## src/rtl/serial_pkg.sv

```systemverilog
// ---------------------------------------------------------------------------
// serial_pkg
// Shared definitions for the serial frame receiver:
//   - rx_state_t : receiver FSM state encoding (IDLE/DATA/PARITY/STOP)
//   - START_BIT / STOP_BIT : line levels that mark frame boundaries
//   - clog2()    : ceiling log2, used to size the bit counter
// ---------------------------------------------------------------------------
package serial_pkg;

  typedef enum logic [1:0] {
    IDLE   = 2'd0,
    DATA   = 2'd1,
    PARITY = 2'd2,
    STOP   = 2'd3
  } rx_state_t;

  localparam logic START_BIT = 1'b0;
  localparam logic STOP_BIT  = 1'b1;

  // Ceiling log2; clog2(1) = 0. The counter must reach DATA_W,
  // so callers pass DATA_W+1.
  function automatic int clog2(input int value);
    int result;
    int rem;
    result = 0;
    rem    = value - 1;
    while (rem > 0) begin
      result = result + 1;
      rem    = rem >> 1;
    end
    return result;
  endfunction

endpackage

```

## src/rtl/rx_hold_reg.sv

```systemverilog
// ---------------------------------------------------------------------------
// rx_hold_reg
// Holding register between the frame receiver and its consumer.
// Ports:
//   clk, rst   : clock, asynchronous active-high reset
//   load       : a good frame completed this cycle; din carries its payload
//   din        : payload of the completed frame
//   ack        : consumer accepts dout (ignored while valid is low)
//   ovr_clr    : clears the sticky overrun flag
//   dout       : held payload
//   valid      : dout holds an unacknowledged byte
//   overrun    : sticky, a good frame arrived while the register was full
// ---------------------------------------------------------------------------
module rx_hold_reg #(
  parameter int DATA_W = 8
) (
  input  logic              clk,
  input  logic              rst,
  input  logic              load,
  input  logic [DATA_W-1:0] din,
  input  logic              ack,
  input  logic              ovr_clr,
  output logic [DATA_W-1:0] dout,
  output logic              valid,
  output logic              overrun
);

  logic [DATA_W-1:0] data_reg, data_next;
  logic              valid_reg, valid_next;
  logic              overrun_reg, overrun_next;
  logic              hold_free;

  // An ack in the same cycle as a new frame frees the slot, so the new
  // byte replaces the acknowledged one without a gap in valid.
  assign hold_free = !valid_reg || ack;

  always_comb begin
    data_next    = data_reg;
    valid_next   = valid_reg;
    overrun_next = overrun_reg;

    if (load && hold_free) begin
      data_next  = din;
      valid_next = 1'b1;
    end else if (ack && valid_reg) begin
      valid_next = 1'b0;
    end

    // A new overrun wins over a simultaneous clear.
    if (load && !hold_free) begin
      overrun_next = 1'b1;
    end else if (ovr_clr) begin
      overrun_next = 1'b0;
    end
  end

  always_ff @(posedge clk or posedge rst) begin
    if (rst) begin
      data_reg    <= '0;
      valid_reg   <= 1'b0;
      overrun_reg <= 1'b0;
    end else begin
      data_reg    <= data_next;
      valid_reg   <= valid_next;
      overrun_reg <= overrun_next;
    end
  end

  assign dout    = data_reg;
  assign valid   = valid_reg;
  assign overrun = overrun_reg;

endmodule

```

## src/rtl/serial_frame_receiver.sv

```systemverilog
// ---------------------------------------------------------------------------
// serial_frame_receiver
// Receives frames of the form: start(0), DATA_W payload bits MSB first,
// optional even-parity bit, stop(1). One frame bit is consumed per cycle
// with BitEn=1; all state holds on cycles with BitEn=0.
// Ports:
//   Clk, Reset : clock, asynchronous active-high reset
//   SerIn      : serial bit stream
//   BitEn      : bit strobe, SerIn is sampled only when high
//   DataOut    : received payload (holding register)
//   DataValid  : DataOut holds an unacknowledged byte
//   DataAck    : consumer accepts DataOut
//   FrameErr   : one-cycle pulse, stop bit was 0
//   ParityErr  : one-cycle pulse, parity mismatch
//   Overrun    : sticky, good frame arrived while holding register was full
//   OvrClr     : clears Overrun
//   Busy       : FSM is not in IDLE
// ---------------------------------------------------------------------------
module serial_frame_receiver
  import serial_pkg::*;
#(
  parameter int DATA_W    = 8,
  parameter bit PARITY_EN = 1'b0
) (
  input  logic              Clk,
  input  logic              Reset,
  input  logic              SerIn,
  input  logic              BitEn,
  output logic [DATA_W-1:0] DataOut,
  output logic              DataValid,
  input  logic              DataAck,
  output logic              FrameErr,
  output logic              ParityErr,
  output logic              Overrun,
  input  logic              OvrClr,
  output logic              Busy
);

  localparam int                CNT_W    = clog2(DATA_W + 1);
  localparam logic [CNT_W-1:0]  LAST_CNT = CNT_W'(DATA_W - 1);
  localparam logic [CNT_W-1:0]  CNT_ONE  = CNT_W'(1);

  rx_state_t         state_reg, state_next;
  logic [CNT_W-1:0]  cnt_reg, cnt_next;
  logic [DATA_W-1:0] shreg_reg, shreg_next;
  logic              perr_reg, perr_next;
  logic              frame_err_reg, frame_err_next;
  logic              parity_err_reg, parity_err_next;
  logic              good_frame;

  always_comb begin
    state_next      = state_reg;
    cnt_next        = cnt_reg;
    shreg_next      = shreg_reg;
    perr_next       = perr_reg;
    // Error flags default low so they only ever last one cycle.
    frame_err_next  = 1'b0;
    parity_err_next = 1'b0;
    good_frame      = 1'b0;

    if (BitEn) begin
      case (state_reg)
        IDLE: begin
          if (SerIn == START_BIT) begin
            state_next = DATA;
            cnt_next   = '0;
            // Drop any parity verdict left over from the previous frame.
            perr_next  = 1'b0;
          end
        end
        DATA: begin
          shreg_next = {shreg_reg[DATA_W-2:0], SerIn};
          cnt_next   = cnt_reg + CNT_ONE;
          if (cnt_reg == LAST_CNT) begin
            state_next = PARITY_EN ? PARITY : STOP;
          end
        end
        PARITY: begin
          // Even parity: payload XOR parity bit must be 0.
          perr_next  = PARITY_EN & ((^shreg_reg) ^ SerIn);
          state_next = STOP;
        end
        STOP: begin
          state_next = IDLE;
          // A bad stop bit masks any parity verdict.
          if (SerIn != STOP_BIT) begin
            frame_err_next = 1'b1;
          end else if (perr_reg) begin
            parity_err_next = 1'b1;
          end else begin
            good_frame = 1'b1;
          end
        end
        default: state_next = IDLE;
      endcase
    end
  end

  always_ff @(posedge Clk or posedge Reset) begin
    if (Reset) begin
      state_reg      <= IDLE;
      cnt_reg        <= '0;
      shreg_reg      <= '0;
      perr_reg       <= 1'b0;
      frame_err_reg  <= 1'b0;
      parity_err_reg <= 1'b0;
    end else begin
      state_reg      <= state_next;
      cnt_reg        <= cnt_next;
      shreg_reg      <= shreg_next;
      perr_reg       <= perr_next;
      frame_err_reg  <= frame_err_next;
      parity_err_reg <= parity_err_next;
    end
  end

  // shreg_reg holds the complete payload throughout STOP, so it can be
  // handed to the holding register on the stop-bit edge directly.
  rx_hold_reg #(
    .DATA_W (DATA_W)
  ) u_hold (
    .clk     (Clk),
    .rst     (Reset),
    .load    (good_frame),
    .din     (shreg_reg),
    .ack     (DataAck),
    .ovr_clr (OvrClr),
    .dout    (DataOut),
    .valid   (DataValid),
    .overrun (Overrun)
  );

  assign FrameErr  = frame_err_reg;
  assign ParityErr = parity_err_reg;
  assign Busy      = (state_reg != IDLE);

endmodule

```

## config.mk

```make
export PLATFORM = sky130hd
export DESIGN_NAME = serial_frame_receiver
export DESIGN_NICKNAME = d
export VERILOG_FILES = /design/src/rtl/serial_pkg.sv /design/src/rtl/rx_hold_reg.sv /design/src/rtl/serial_frame_receiver.sv
export SDC_FILE = /design/constraint.sdc
export NUM_CORES = 1
export LEC_CHECK = 0
export CAP_MARGIN = 20
export CORE_MARGIN = 2
export CORE_UTILIZATION = 54
export CTS_CLUSTER_SIZE = 8
export DETAILED_ROUTE_END_ITERATION = 8
export GPL_ROUTABILITY_DRIVEN = 0
export HOLD_SLACK_MARGIN = 0.03
export PLACE_DENSITY = 0.82
export SLEW_MARGIN = 20
export SYNTH_ARGS = -nofsm -noshare
export SYNTH_HDL_FRONTEND = slang
export SYNTH_SLANG_ARGS = --single-unit
```

## constraint.sdc

```tcl
create_clock -name Clk -period 3.8 [get_ports Clk]
set_input_delay 0.76 -clock Clk [delete_from_list [all_inputs] [get_ports Clk]]
set_output_delay 0.76 -clock Clk [all_outputs]
set_load 0.05 [all_outputs]
```

==> impl_metrics.yaml, run 1 <==
finish:
  final_common_cell: "dfrtp_1"
  nFillCells: 168
  syn_to_final_growth_pct: 20.21
  mostFrequentLayoutCells: "dfrtp_1 (25), mux2_2 (17), clkdlybuf4s50_1 (17)"
  n_antenna_cell: 0
  fin_cells: 128
  nets: 112
  layout-drive-gt1-share_pct: 21.78
flow_run:
  max-cap-violations: 0
synth:
  yosysSeqAreaShare_pct: 58.41
  synthCells: 83
  yosysWarnings: 0
  synth_xor_area_share_pct: 0
  synthArstFlopShare_pct: 100.0
  syn_area_sq_um: 1071
  dominantRegCellSynth: "dfrtp_1"
  synth_adder_area_share_pct: 4.673
  synthDistinctLibCells: 23
  avgSynthCellArea_sq_um: 12.90
  muxShareOfSynthArea_pct: 18.81
  synth_top_family_by_area: "multiplexers"
  synth_fp_nets: 93
  synth_enable_flop_cells: 0
  synth-seq-cells: 25
  synth_compound_area_share_pct: 7.126
  synth-simple-area-share_pct: 6.893
global_route:
  grt_start_max_net_pins: 26
  grt_usage_pct: 16.95
  grt_pass1_vias: 710
  grt_first_pass_wirelength_mm: 3.105
  grt_antenna_before_repair: 0
  globalRouteOverflowTotal: 0
timing:
  hold_viol: 0
  maxSlewViolCount: 0
  fin_tns_setup_ns: 0
  min_period_ns: 2.661
  slew_headroom_pct: 40.31
  timing.final.crit_share_pct: 70.02
  fin_skew_ns: 0.003154
  max_freq_mhz: 375.8
  worst_pin_slew_ns: 0.8943
  final-setup-viol-count: 0
  rsz0062_at_grt: "no"
worst_setup_path:
  end_kind: "output port"
  path_class: "register to output port"
  crit_top_cell: "inv_1"
  critical_path_peak_fanout: 4
  crit_arrival_ns: 1.90
  worstPathRequired_ns: 3.04
  worst_setup_path_start_kind: "register"
  cp_slowest_cell: "clkdlybuf4s50_1"
  cpPeakStageDelay_ns: 0.79
  crit_chain: "inv_1, ha_1, inv_1, clkdlybuf4s50_1"
die:
  design.die.area_sq_um: 2356
  coreArea_sq_um: 1922
  num_rows: 16
  chipWidth_um: 48.54
  ios: 19
  die_h_um: 48.54
  initial_utilization_pct: 55.73
power_and_ir_drop:
  worst_ir_drop_vdd_v: 0.0005130
  p_leak_uw: 0.0005662
  power_density_nw_per_um2: 894.9
placement:
  dp.cells: 124
  dpl.hpwl_mm: 1.326
  io_buffers: 17
clock_tree:
  cts_post_setup_buffers_inserted: 0
  worstSkewPairLatency_ns: 0.32
  path_clk_slew_ns: 0.14
  cts_tree: "yes"
  cts_buffer_depth: 2
  numCtsBuffers: 3
  cts-root-buf: "clkbuf_4"
  clock_sinks: 25
  htree_levels: 1
  post_cts_resized: 0
  cts_hold_buf: 0
route:
  ant_nets: 0
  dr_total_vias: 673
  drtIter0Drc: 5
  drc: 0
  wl_per_cell_um: 13.47
  drt_pass1_iterations: 3
  via_per_inst: 5.258
  wl_mm: 1.724
outcome:
  outcome: "finished clean"
worst_hold_path:
  hp-class: "register to register"
==> worst max-delay path, delay by kind of cell, from the launching register on <==
kind                     cells  cell delay [ns]
buffers and inverters        3             0.93
flip-flops                   1             0.40
adder cells (fa/ha/maj)      1             0.25
==> worst paths after layout <==
kind	slack, ns	depth (start not counted)	from	end
max reg2reg	1.99	4	state_reg[0]	u_hold.dout[0]
max in group asynchronous	2.34	2	Reset	shreg_reg[3]
min	0.53	1	shreg_reg[7]	shreg_reg[7]
min in group asynchronous	0.91	2	Reset	u_hold.dout[6]
max	1.14	4	state_reg[0]	Busy
min reg2reg	0.53	1	shreg_reg[7]	shreg_reg[7]
==> metrics by stage <==
step                      util [%]  worst slack, ns  area [sq um]  hold slack (ns)  total power (uW)
after global placement       65.43            1.290          1257           0.4903              1021
after detailed placement     65.43            1.233          1257           0.4955              1048
after global routing         66.99            1.060          1287           0.5418              1235
after CTS                    66.99            1.125          1287           0.5270              1165
final                        66.99            1.139          1287           0.5253              1152
after floorplan                  -            2.097          1071           0.4736             873.4
==> report_power, final <==
| part | switching (uW) | total [uW] | internal, uW |
|---|---|---|---|
| Clock | 79.6 | 120 | 40.2 |
| Combinational | 325 | 564 | 239 |
| Sequential | 80.9 | 468 | 387 |
==> layer usage <==
layer  global-route usage, %  part of all wire [%]  vias up
met4                   5.714                   1.4        0
met3                   2.778                   1.6        2
li1                        -                     -      321
met1                   20.67                    42      341
met5                       0                     0        -
met2                   30.56                    55        9
==> cells in the mapped netlist, types with 2 or more instances <==
library cell,number,area (sq um)
o21ai_0,4,20.02
mux2_2,17,191.4
ha_1,4,50.05
buf_2,2,10.01
inv_1,6,22.52
dfrtp_1,25,625.6
nand2_1,6,22.52
nor2_1,2,7.510
nand3b_1,2,15.01
nand3_1,2,10.01
==> logic make-up (layout without fill, tap and decap cells) <==
| group | count (synthesis) | count (layout) |
|---|---|---|
| adder cells (fa/ha/maj) | 4 | 4 |
| AO/OA/AOI/OAI | 11 | 11 |
| other | 1 | 1 |
| buffers and inverters | 9 | 27 |
| multiplexers | 18 | 18 |
| flip-flops | 25 | 25 |
| AND/OR/NAND/NOR | 15 | 15 |
==> layout make-up <==
type	count	area (sq um)	share of cell area, %
Tap cell	27	33.78	2.624
Inverter	6	22.52	1.749
Timing Repair Buffer	17	170.2	13.22
Multi-Input combinational cell	49	405.4	31.49
Clock inverter	1	7.507	0.5831
Clock buffer	3	22.52	1.749
Sequential cell	25	625.6	48.59
No activity file was read; power rests on OpenSTA's default activity.
==> inputs of run 2 (changes only) <==
CORE_UTILIZATION = 45   (was 54)
PLACE_DENSITY = 0.73   (was 0.82)
clock period = 2.4 ns   (was 3.8 ns; I/O delays follow)
==> impl_metrics.yaml, run 2 (synthesis gave the netlist of run 1 again) <==
timing:
  worst_pin_slew_ns: 0.4982
  maxSlewViolCount: 0
  fin_tns_setup_ns: 0
  fin_skew_ns: 0.003086
  timing.final.crit_share_pct: 82.07
  hold_viol: 0
  whs_ns: 0.4811
  rsz0062_at_grt: "no"
  min_period_ns: 1.970
  final-setup-viol-count: 0
  slew_headroom_pct: 66.73
  max_freq_mhz: 507.7
power_and_ir_drop:
  power_density_nw_per_um2: 1384
  power.share.combinational_pct: 49.1
  worst_ir_drop_vdd_v: 0.0006926
  power_frac_seq_pct: 40.6
  p_sw_share_pct: 41.49
  p_switching_uw: 750.1
  clock_power_share_pct: 10.3
  p_leak_uw: 0.0005790
  power.internal_uw: 1058
global_route:
  grt_pass1_vias: 631
  globalRouteOverflowTotal: 0
  grt_first_pass_wirelength_mm: 2.677
  grt_start_max_net_pins: 26
  grt_antenna_before_repair: 0
  grt_usage_pct: 14.00
die:
  design.die.area_sq_um: 2786
  coreArea_sq_um: 2233
  die_h_um: 52.79
  chipWidth_um: 52.79
  num_rows: 17
  ios: 19
  initial_utilization_pct: 47.96
route:
  drtIter0Drc: 2
  wl_per_cell_um: 12.15
  drt_pass1_iterations: 3
  via_per_inst: 4.931
  wl_mm: 1.591
  dr_total_vias: 646
  ant_nets: 0
  drc: 0
worst_setup_path:
  r2r_setup_slack_ns: 0.77
  path_depth: 1
  r2r-start: "state_reg[0]"
  crit_family: "buffers and inverters"
  cp_slowest_cell: "clkdlybuf4s50_1"
  critical_path_peak_fanout: 2
  path_class: "register to output port"
  reg2regPathDepth: 5
  cpPeakStageDelay_ns: 0.80
  crit_chain: "clkdlybuf4s50_1"
  crit_buf_inv: 1
  end_kind: "output port"
  crit_arrival_ns: 1.49
  worstPathRequired_ns: 1.92
  r2r_end: "state_reg[1]"
  worst_setup_path_start_kind: "register"
finish:
  n_antenna_cell: 0
  final_common_cell: "dfrtp_1"
  multiInputGateArea_sq_um: 405.4
  mostFrequentLayoutCells: "dfrtp_1 (25), mux2_2 (17), clkdlybuf4s50_1 (16)"
  nFillCells: 188
  utilization_pct: 58.49
  nets: 114
  syn_to_final_growth_pct: 21.96
  layout-drive-gt1-share_pct: 23.30
  layout.area.seq_sq_um: 625.6
clock_tree:
  worstSkewPairLatency_ns: 0.31
  cts_buffer_depth: 2
  numCtsBuffers: 3
  htree_levels: 1
  clock_sinks: 25
  cts_tree: "yes"
  cts-root-buf: "clkbuf_4"
  cts_post_setup_buffers_inserted: 0
  path_clk_slew_ns: 0.13
placement:
  io_buffers: 17
  dpl.hpwl_mm: 1.213
worst_hold_path:
  hp-class: "input port to asynchronous set/reset pin"
flow_run:
  max-cap-violations: 0
outcome:
  outcome: "finished clean"
-- run 2: layer usage --
metal,vias up,track usage (%),part of all wire [%]
met4,0,8.974,2.8
met1,305,14.52,43
met3,4,3.429,3.3
met2,11,24.79,50
li1,326,-,-
met5,-,0,0
-- run 2: final cells by class --
cell class                 count  area share, %
inverter                       6          1.724
tap                           28          2.682
clock inverter                 1         0.5747
timing repair buffer          19          14.37
clock buffer                   3          1.724
multi-input combinational     49          31.03
sequential                    25          47.89
-- run 2: how the worst max path moves through the flow --
stage / start / end / slack, ns
floorplan: state_reg[0] / state_reg[1] / 0.88
global placement: state_reg[0] / Busy / 0.41
detailed placement: BitEn / state_reg[1] / 0.40
CTS: state_reg[0] / Busy / 0.03
global route: u_hold.dout[0] / DataOut[0] / 0.36
finish: u_hold.dout[0] / DataOut[0] / 0.43
-- run 2: per-stage QoR --
step | power (uW) | cells | instance area (sq um) | setup slack, ns
2_1_floorplan | 1383 | 83 | 1071 | 0.8779
3_3_place_gp | 1617 | 127 | 1274 | 0.4136
3_5_place_dp | 1648 | 127 | 1274 | 0.4023
4_1_cts | 1833 | 131 | 1304 | 0.02564
5_1_grt | 1931 | 131 | 1306 | 0.3564
6_report | 1808 | 131 | 1306 | 0.4303
-- run 2: power by group through the flow --
stage	sequential [uW]	combinational [uW]	clock [uW]
after floorplan	976	407	0
after global placement	737	879	0
after detailed placement	747	901	0
after CTS	736	901	196
after global routing	763	956	212
final	733	888	187
-- run 2: timing repair --
item,CTS,global route
endpoints found under the setup margin,0,1
gates resized for setup,0,1
hold buffers,0,0
==> inputs of run 3 (changes only) <==
CORE_UTILIZATION = 50   (was 45)
PLACE_DENSITY = 0.76   (was 0.73)
clock period = 2 ns   (was 2.4 ns; I/O delays follow)
==> impl_metrics.yaml, run 3 (synthesis gave the netlist of run 1 again) <==
clock_tree:
  worstSkewPairLatency_ns: 0.32
  htree_levels: 1
  cts_tree: "yes"
  path_clk_slew_ns: 0.13
  cts_buffer_depth: 2
  cts_hold_buf: 0
  post_cts_resized: 0
  cts-root-buf: "clkbuf_4"
  cts_post_setup_buffers_inserted: 0
  clock_sinks: 25
  numCtsBuffers: 3
die:
  coreArea_sq_um: 1982
  initial_utilization_pct: 54.04
  num_rows: 16
  design.die.area_sq_um: 2528
  die_h_um: 50.28
  ios: 19
  chipWidth_um: 50.28
worst_setup_path:
  end_kind: "output port"
  r2r_end: "state_reg[1]"
  worst_setup_path_start_kind: "register"
  cpPeakStageDelay_ns: 0.80
  cp_slowest_cell: "clkdlybuf4s50_1"
  path_depth: 1
  reg2regPathDepth: 5
  r2r-start: "state_reg[0]"
  path_class: "register to output port"
  crit_family: "buffers and inverters"
  crit_buf_inv: 1
  worstPathRequired_ns: 1.60
  critical_path_peak_fanout: 2
  r2r_setup_slack_ns: 0.33
  crit_chain: "clkdlybuf4s50_1"
  crit_arrival_ns: 1.50
finish:
  nets: 116
  n_antenna_cell: 0
  final_common_cell: "dfrtp_1"
  syn_to_final_growth_pct: 23.60
  layout-drive-gt1-share_pct: 24.76
  mostFrequentLayoutCells: "dfrtp_1 (25), mux2_2 (17), clkdlybuf4s50_1 (16)"
  final_design_area_no_fill_sq_um: 1324
power_and_ir_drop:
  power_density_nw_per_um2: 1664
  p_leak_uw: 0.0005936
  worst_ir_drop_vdd_v: 0.001210
timing:
  fin_tns_setup_ns: 0
  max_freq_mhz: 527.4
  slew_headroom_pct: 66.87
  whs_ns: 0.4185
  min_period_ns: 1.896
  final-setup-viol-count: 0
  hold_viol: 0
  rsz0062_at_grt: "no"
  maxSlewViolCount: 0
  worst_pin_slew_ns: 0.4954
  timing.final.crit_share_pct: 94.81
  fin_skew_ns: 0.009706
global_route:
  grt_pass1_vias: 736
  grt_use_met2_pct: 27.85
  grt_usage_pct: 17.07
  grt_antenna_before_repair: 0
  met1_usage_pct: 20.92
  grt_start_max_net_pins: 26
  met3_usage_pct: 1.786
  gr-max-usage-layer: "met2"
  globalRouteOverflowTotal: 0
  grt_first_pass_wirelength_mm: 3.132
route:
  drtIter0Drc: 6
  drt_pass1_iterations: 4
  wl_mm: 1.741
  drc: 0
  dr_total_vias: 676
  via_per_inst: 5.121
  wl_per_cell_um: 13.19
  ant_nets: 0
placement:
  place_area_sq_um: 1297
  dpl.hpwl_mm: 1.314
  io_buffers: 17
outcome:
  outcome: "finished clean"
flow_run:
  max-cap-violations: 0
worst_hold_path:
  hp-class: "input port to asynchronous set/reset pin"
run 3: worst max path at each step:
stage	from	end	slack [ns]
final	u_hold.dout[1]	DataOut[1]	0.10
after global routing	u_hold.dout[1]	DataOut[1]	0.04
after CTS	u_hold.dout[1]	DataOut[1]	0.08
after detailed placement	BitEn	state_reg[1]	0.07
after global placement	SerIn	u_hold.dout[1]	0.10
after floorplan	state_reg[0]	state_reg[1]	0.48
run 3: power by group:
group          switching, uW  leakage, uW  internal (uW)
Clock                    145    0.0000150           78.1
Combinational            619     0.000273            479
Sequential               146     0.000306            736
Total                    909     0.000594           1290
run 3: routing by layer:
metal | part of all wire [%] | up-vias | routed length [um]
li1 | - | 331 | -
met4 | 2.6 | 0 | 46
met5 | 0 | - | 0
met1 | 45 | 328 | 785
met2 | 50 | 13 | 867
met3 | 2.4 | 4 | 41
run 3: worst min-delay path: stages:
cell	delay, ns
clkdlybuf4s50_1	0.40
inv_1	0.05
buf_4	0.29
run 3: metrics by stage:
stage / power, uW / setup WS, ns / utilization (%) / instances
6_report: 2203 / 0.1038 / 66.79 / 132
5_1_grt: 2359 / 0.04127 / 66.79 / 132
4_1_cts: 2236 / 0.08083 / 66.79 / 132
3_5_place_dp: 2010 / 0.07198 / 65.47 / 128
3_3_place_gp: 1974 / 0.1009 / 65.47 / 128
2_1_floorplan: 1659 / 0.4779 / - / 83
run 3: area by class of cell:
type	count	area (sq um)
fill	156	658.1
sequential	25	625.6
multi-input combinational	49	405.4
timing repair buffer	21	210.2
tap	27	33.78
clock buffer	4	26.28
inverter	6	22.52
